[src/rtl/grand_encoder.sv]
`default_nettype none
// ============================================================================
// Module      : grand_encoder
// Description : Serial GF(2) linear block encoder; c = XOR of generator rows
//               selected by msg, accumulated one row per cycle.
// Revision    : 1.0 - initial release
// ============================================================================
module grand_encoder #(
    parameter int N = 8,
    parameter int K = 4
) (
    input  logic                 clk,
    input  logic                 rst,
    input  logic                 in_valid,
    output logic                 in_ready,
    input  logic [0:K-1]         msg,
    output logic                 out_valid,
    input  logic                 out_ready,
    output logic [0:N-1]         c,
    input  logic                 g_we,
    input  logic [$clog2(K)-1:0] g_row,
    input  logic [0:N-1]         g_data,
    output logic                 g_err,
    output logic [15:0]          enc_count
);

    localparam int IDX_W = (K > 1) ? $clog2(K) : 1;

    typedef enum logic [1:0] {
        S_IDLE  = 2'd0,
        S_ACCUM = 2'd1,
        S_DONE  = 2'd2
    } state_t;

    state_t             r_state;
    state_t             w_state_nxt;
    logic [0:K-1]       r_msg;
    logic [0:N-1]       r_acc;
    logic [IDX_W-1:0]   r_idx;
    logic [0:N-1]       r_g [K];
    logic               r_g_err;
    logic [15:0]        r_enc_count;
    logic               w_accept;
    logic               w_handoff;
    logic               w_last;
    logic               w_row_ok;
    logic               w_g_write;

    // Extended-Hamming rows for the 8/4 geometry, identity rows otherwise.
    function automatic logic [0:N-1] default_row(input int row);
        logic [0:N-1] v;
        logic [0:7]   h;
        v = '0;
        h = '0;
        if (N == 8 && K == 4) begin
            case (row)
                0:       h = 8'b1000_0111;
                1:       h = 8'b0100_1011;
                2:       h = 8'b0010_1101;
                default: h = 8'b0001_1110;
            endcase
            v = N'(h);
        end else begin
            for (int j = 0; j < N; j++) begin
                v[j] = (j == row);
            end
        end
        return v;
    endfunction

    assign w_accept  = (r_state == S_IDLE) && in_valid;
    assign w_handoff = (r_state == S_DONE) && out_ready;
    assign w_last    = (32'(r_idx) == K - 1);
    assign w_row_ok  = (32'(g_row) < K);
    assign w_g_write = g_we && (r_state == S_IDLE) && w_row_ok;

    always_ff @(posedge clk or posedge rst) begin
        if (rst) begin
            r_state <= S_IDLE;
        end else begin
            r_state <= w_state_nxt;
        end
    end

    always_comb begin
        w_state_nxt = r_state;
        in_ready    = 1'b0;
        out_valid   = 1'b0;
        c           = '0;
        case (r_state)
            S_IDLE: begin
                in_ready = 1'b1;
                if (in_valid) begin
                    w_state_nxt = S_ACCUM;
                end
            end
            S_ACCUM: begin
                if (w_last) begin
                    w_state_nxt = S_DONE;
                end
            end
            S_DONE: begin
                out_valid = 1'b1;
                c         = r_acc;
                if (out_ready) begin
                    w_state_nxt = S_IDLE;
                end
            end
            default: w_state_nxt = S_IDLE;
        endcase
    end

    // A row written in the accepting cycle is already visible to the first
    // ACCUM step, since accumulation starts one edge later.
    always_ff @(posedge clk or posedge rst) begin
        if (rst) begin
            r_msg       <= '0;
            r_acc       <= '0;
            r_idx       <= '0;
            r_g_err     <= 1'b0;
            r_enc_count <= 16'd0;
            for (int i = 0; i < K; i++) begin
                r_g[i] <= default_row(i);
            end
        end else begin
            r_g_err <= g_we && !w_g_write;
            if (w_g_write) begin
                r_g[g_row] <= g_data;
            end
            if (w_accept) begin
                r_msg <= msg;
                r_acc <= '0;
                r_idx <= '0;
            end else if (r_state == S_ACCUM) begin
                if (r_msg[r_idx]) begin
                    r_acc <= r_acc ^ r_g[r_idx];
                end
                r_idx <= r_idx + 1'b1;
            end
            if (w_handoff) begin
                r_enc_count <= r_enc_count + 16'd1;
            end
        end
    end

    assign g_err     = r_g_err;
    assign enc_count = r_enc_count;

endmodule
`default_nettype wire

[config.mk]
export PLATFORM = sky130hd
export DESIGN_NAME = grand_encoder
export DESIGN_NICKNAME = d
export VERILOG_FILES = /design/src/rtl/grand_encoder.sv
export SDC_FILE = /design/constraint.sdc
export NUM_CORES = 1
export LEC_CHECK = 0
export BUFFER_PORTS_ARGS = -buffer_cell sky130_fd_sc_hd__clkbuf_2
export CAP_MARGIN = 5
export CORE_MARGIN = 2
export CORE_UTILIZATION = 30
export DETAILED_ROUTE_END_ITERATION = 8
export PLACE_DENSITY = 0.58
export REMOVE_ABC_BUFFERS = 1
export SLEW_MARGIN = 10
export SYNTH_ARGS = -nofsm -noshare
export SYNTH_HDL_FRONTEND = slang
export SYNTH_SLANG_ARGS = --single-unit
[constraint.sdc]
create_clock -name clk -period 2.55 [get_ports clk]
set_clock_uncertainty 0.2 [all_clocks]
set_input_delay 0.255 -clock clk [delete_from_list [all_inputs] [get_ports clk]]
set_output_delay 0.255 -clock clk [all_outputs]
set_load 0.1 [all_outputs]
==> results of run 1 <==
[tightest hold or removal path: stages]
cell and delay [ps]:
clkbuf_2 100, o21bai_1 90, a21oi_1 130
[Yosys cell counts, drive strengths merged (3+ instances only)]
cell,instances
mux2i,8
nor2b,3
and2,10
nand3,4
nand2,25
dfstp,16
nor2,3
inv,3
xor2,4
nand4,4
nor3,3
xnor2,11
dfrtp,49
mux4,9
buf,4
mux2,38
[through the flow]
| step | TNS (ps) | hold WS, ps | utilization (%) |
|---|---|---|---|
| final | 0 | 84.10 | 39.13 |
| after global routing | 0 | 132.3 | 39.13 |
| after CTS | 0 | 84.06 | 39.13 |
| after detailed placement | 0 | 134.0 | 34.89 |
| after global placement | 0 | 134.5 | 34.89 |
| after floorplan | -6759 | 164.0 | - |
[registers in the layout, indices dropped and copies added, names as in the netlist]
signal / cells
r_g: 32
enc_count: 16
r_acc: 8
r_msg: 4
r_idx: 2
r_state: 2
g_err: 1
[logic make-up after synthesis]
group | synth area share [%]
XOR/XNOR | 4.371
multiplexers | 24.65
AO/OA/AOI/OAI | 0.8741
AND/OR/NAND/NOR | 12.61
flip-flops | 54.79
buffers and inverters | 1.873
adder cells (fa/ha/maj) | 0.8325
[routing by layer]
layer	vias to the layer above	GRT usage (%)
met1	951	14.58
li1	887	-
met2	29	19.31
met4	0	7.529
met5	-	0
met3	9	2.506
[power by group]
| group | switching (mW) | internal [mW] | leakage, nW |
|---|---|---|---|
| combinational | 0.816 | 0.713 | 0.851 |
| clock | 0.395 | 0.730 | 0.129 |
| sequential | 0.288 | 1.52 | 0.793 |
| total | 1.50 | 2.96 | 1.77 |
[path summary, 6_finish.rpt]
check | endpoint | startpoint | cells past startpoint
max | c[6] | r_state[1] | 4
min | r_state[0] | in_valid | 3
max reg2reg | r_acc[2] | r_idx[0] | 4
min in group asynchronous | enc_count[15] | rst | 4
max in group asynchronous | r_g[24] | rst | 4
min reg2reg | r_acc[4] | r_acc[4] | 1
[layout make-up]
cell class / count / area [sq um]
fillers: 943 / 5922
flip-flops and latches: 65 / 1647
multi-input cells: 136 / 1303
repair buffers: 64 / 417.9
well taps: 133 / 166.4
clock buffers: 12 / 165.2
clock inverters: 4 / 97.59
inverters: 3 / 11.26
==> flow_summary_export.csv, run 1 <==
group,metric,value,unit
cells_and_area,postLayoutCellArea,3807,sq um
power_and_ir_drop,power_density,1171,nW/um^2
route,met3_length,172,microns
route,drtIter0Drc,52,
placement,place_ws,529.3,ps
critical_path,worstPathRequired,2100,ps
critical_path,path_delay_family,"buffers and inverters",
route,drtPass1Iterations,4,
route,wl_met1,2668,microns
cells_and_area,layout.cells.non_filler,417,
min_path,hold_class,"in2reg",
synth,synth-seq-cells,65,
job,max-cap-violations,0,
placement,gp_congestion,0.7034,
critical_path,cp_slowest_cell,"dfrtp_1",
grt,grt_pass1_vias,1950,
timing,fin_crit_sh,86.01,%
cells_and_area,final_cell_mix,"dfrtp_1 (49), clkbuf_2 (45), mux2_2 (38)",
floorplan,rows,36,
timing,setup_ws,356.8,ps
critical_path,critical_path.cell_chain,"nor2b_1 -> buf_4 -> and2_1 -> clkbuf_2",
route,ant_nets,0,
cts,tritoncts,"yes",
timing,fmax,455.9,MHz
floorplan,die_w,104.1,microns
critical_path,worstPathArrival,1740,ps
power_and_ir_drop,leakagePower,1.773,nW
route,viasPerCell,4.499,
placement,portBuffers,45,
cts,root_buffer,"clkbuf_8",
route,met2WireLength,2841,microns
floorplan,initial_core_util,30.89,%
placement,placed_area,3395,sq um
cts,cts_hold_repair.buffers,15,
floorplan,io_pins,46,
route,wl_per_cell,14.01,microns
synth,async_flop_share,100.0,%
synth,yosysUniqueCellTypes,33,
synth,synth_top_cell_area_share,40.80,%
synth,synthFlopType,"dfrtp_1",
synth,yosysSeqAreaShare,54.79,%
grt,grt_max_degree,66,
timing,maxSlewViolCount,0,
cells_and_area,final_common_cell,"dfrtp_1",
critical_path,rrSetupSlack,550,ps
route,highest_layer,"met4",
cts,cts_buffers,9,
critical_path,cp_num_buf_inv,2,
critical_path,cp-end-kind,"output pin",
cts,clk_pin_slew_worst_paths,70,ps
cts,postCtsSetupBuffers,0,
timing,finalSetupViolations,0,
floorplan,coreArea,9729,sq um
grt,antenna_found_initial,0,
power_and_ir_drop,peakVddDrop,0.0003242,V
grt,grt_overflow,0,
synth,yosysTopAreaCell,"dfrtp_1",
critical_path,cp_max_fo,10,
timing,period_needed,2193,ps
route,routed_wl,5844,microns
critical_path,start_kind,"flop",
floorplan,die-area,10830,sq um
cells_and_area,fin_nets,300,
critical_path,max_stage_delay,490,ps
cells_and_area,areaGrowthSynthToFinish,26.69,%
synth,synth_edf_count,0,
cts,cts_resized,0,
timing,hold_viol,0,
power_and_ir_drop,fin_total_pwr,4.457,mW
cts,htreeDepth,3,
cells_and_area,diodes,0,
route,drc,0,
critical_path,crit_type,"reg2out",
floorplan,die_y,104.1,microns
cts,clock_tree.buffer_depth,2,
placement,hpwl,4052,microns
cells_and_area,drive_above_1_share,47.89,%
route,vias,1876,
synth,netlist_area,3005,sq um
synth,synth_area_leaders,"dfrtp_1 (41%), mux2_2 (14%), dfstp_2 (14%), mux4_1 (7.0%), xnor2_1 (3.2%)",
synth,avgSynthCellArea,14.38,sq um
synth,yosys_warnings,0,
synth,synthCells,209,
timing,worstMarginPinSlew,566.1,ps
timing,slew_headroom,62.42,%
placement,placed_cells,386,
status,status,"finished, final reports clean",
timing,grt_setup_unrepaired,"false",
grt,grt_pass1_wl,9956,microns
cts,insertion_delay,340,ps
cts,cts_sinks,65,
grt,grt_usage,11.96,%
Power figures use the tool's default switching activity.
==> run 2: changes to the inputs <==
- ABC_AREA: default -> 1
- PLACE_DENSITY: 0.58 -> 0.57
==> flow_summary_export.csv, run 2 <==
group,metric,value,unit
synth,yosysSeqAreaShare,49.72,%
critical_path,worstPathArrival,1690,ps
power_and_ir_drop,fin_total_pwr,4.746,mW
cts,cts_hold_repair.buffers,15,
critical_path,cp-end-kind,"output pin",
floorplan,die_w,109.1,microns
grt,grt_usage,13.82,%
cts,insertion_delay,350,ps
synth,synth_edf_count,0,
synth,synth_common_cells,"nand2_1 (129), inv_1 (69), dfrtp_1 (49)",
job,max-cap-violations,0,
route,wl_per_cell,11.91,microns
synth,yosys_warnings,0,
timing,grt_setup_unrepaired,"false",
route,drtPass1Iterations,4,
cells_and_area,drive_above_1_share,19.60,%
synth,yosysTopAreaCell,"dfrtp_1",
cells_and_area,final_common_cell,"nand2_1",
cts,clock_tree.buffer_depth,2,
placement,placed_cells,604,
cts,htreeDepth,3,
synth,synthFlopType,"dfrtp_1",
cells_and_area,final_cell_mix,"nand2_1 (129), inv_1 (68), dfrtp_1 (49)",
min_path,hold_class,"in2reg",
critical_path,cp_max_fo,10,
floorplan,io_pins,46,
power_and_ir_drop,peakVddDrop,0.0005030,V
power_and_ir_drop,power_density,1172,nW/um^2
cells_and_area,diodes,0,
timing,finalSetupViolations,0,
synth,synthCells,425,
synth,yosysUniqueCellTypes,27,
floorplan,die_y,109.1,microns
timing,hold_viol,0,
synth,synth_top_cell_area_share,37.02,%
placement,place_ws,705.8,ps
floorplan,initial_core_util,30.69,%
synth,yosysMostFrequentCell,"nand2_1",
placement,gp_congestion,0.7834,
route,viasPerCell,4.471,
timing,maxSlewViolCount,0,
cts,root_buffer,"clkbuf_8",
cells_and_area,layout.cells.non_filler,635,
timing,fmax,465.5,MHz
synth,synth-seq-cells,65,
synth,netlist_area,3312,sq um
timing,fin_tns_setup,0,ps
route,drc,0,
floorplan,coreArea,10790,sq um
cts,cts_buffers,9,
status,status,"finished, final reports clean",
grt,grt_max_degree,29,
cts,cts_resized,0,
cells_and_area,finish.utilization,37.53,%
route,drtIter0Drc,156,
timing,period_needed,2148,ps
cts,postCtsSetupBuffers,0,
cells_and_area,top_register,"r_g",
synth,synth_area_leaders,"dfrtp_1 (37%), nand2_1 (15%), dfstp_2 (13%), inv_1 (7.8%), o21ai_0 (6.5%)",
route,routed_wl,7565,microns
cells_and_area,postLayoutCellArea,4050,sq um
placement,placed_area,3690,sq um
cts,tritoncts,"yes",
cts,clk_pin_slew_worst_paths,70,ps
grt,grt_overflow,0,
timing,setup_ws,401.6,ps
cells_and_area,fin_nets,511,
critical_path,worstPathRequired,2100,ps
cells_and_area,largest_reg_flops,32,
route,ant_nets,0,
timing,fin_hold_ws,122.6,ps
critical_path,crit_type,"reg2out",
critical_path,start_kind,"flop",
cts,cts_sinks,65,
timing,fin_crit_sh,84.25,%
grt,grt_pass1_vias,2705,
placement,hpwl,5137,microns
synth,avgSynthCellArea,7.793,sq um
grt,antenna_found_initial,0,
placement,portBuffers,45,
timing,worstMarginPinSlew,560.8,ps
power_and_ir_drop,leakagePower,2.091,nW
floorplan,die-area,11900,sq um
route,vias,2839,
cells_and_area,areaGrowthSynthToFinish,22.29,%
synth,async_flop_share,100.0,%
grt,grt_pass1_wl,12480,microns
timing,slew_headroom,62.52,%
floorplan,rows,38,
[run 2: cell count changes in the layout (fill, tap and decap cells not counted), moves of 25 or more]
cell | previous run | this run
inv_1 | 2 | 68
mux2_2 | 38 | 1
nor2_1 | 2 | 27
o21ai_0 | 1 | 43
nand3_1 | 4 | 39
nand2_1 | 16 | 129
[run 2: final timing paths]
path / to / start / cells past startpoint / slack, ps
setup / recovery: c[4] / r_state[0] / 4 / 400
hold / removal: r_state[0] / in_valid / 3 / 120
setup reg to reg: r_acc[5] / r_state[0] / 5 / 720
hold reg to reg: r_g[25] / r_g[25] / 2 / 280
max in group asynchronous: r_g[16] / rst / 4 / 1170
min in group asynchronous: r_g[23] / rst / 3 / 230
[run 2: worst max-delay path: stages (launching register included)]
cell and delay, ps:
dfrtp_1 470, inv_1 130, nand2_4 140, nor2_1 140, clkbuf_2 470
[run 2: layout make-up]
type / instances / area [sq um]
Clock buffer: 10 / 127.6
Clock inverter: 6 / 82.58
Fill cell: 1104 / 6743
Inverter: 71 / 266.5
Multi-Input combinational cell: 278 / 1339
Sequential cell: 65 / 1647
Tap cell: 140 / 175.2
Timing Repair Buffer: 65 / 412.9
[run 2: cells by family after synthesis]
| family | synth area share, % |
|---|---|
| AND/OR/NAND/NOR | 28.26 |
| buffers and inverters | 9.860 |
| flip-flops | 49.72 |
| AO/OA/AOI/OAI | 7.631 |
| XOR/XNOR | 3.438 |
| adder cells (fa/ha/maj) | 0.7555 |
| multiplexers | 0.3400 |
[run 2: layer usage]
| layer | wire length (microns) | vias up | global-route usage, % | part of all wire (%) |
|---|---|---|---|---|
| met5 | 0 | - | 0 | 0 |
| met4 | 234 | 0 | 8.059 | 3.1 |
| met3 | 249 | 18 | 2.451 | 3.3 |
| met2 | 3438 | 49 | 21.61 | 45 |
| met1 | 3642 | 1329 | 17.88 | 48 |
| li1 | - | 1443 | - | - |
[run 2: power by group]
group          switching [mW]  internal [mW]
Clock                   0.404          0.546
Combinational            1.38          0.619
Sequential              0.258           1.54
Total                    2.04           2.70
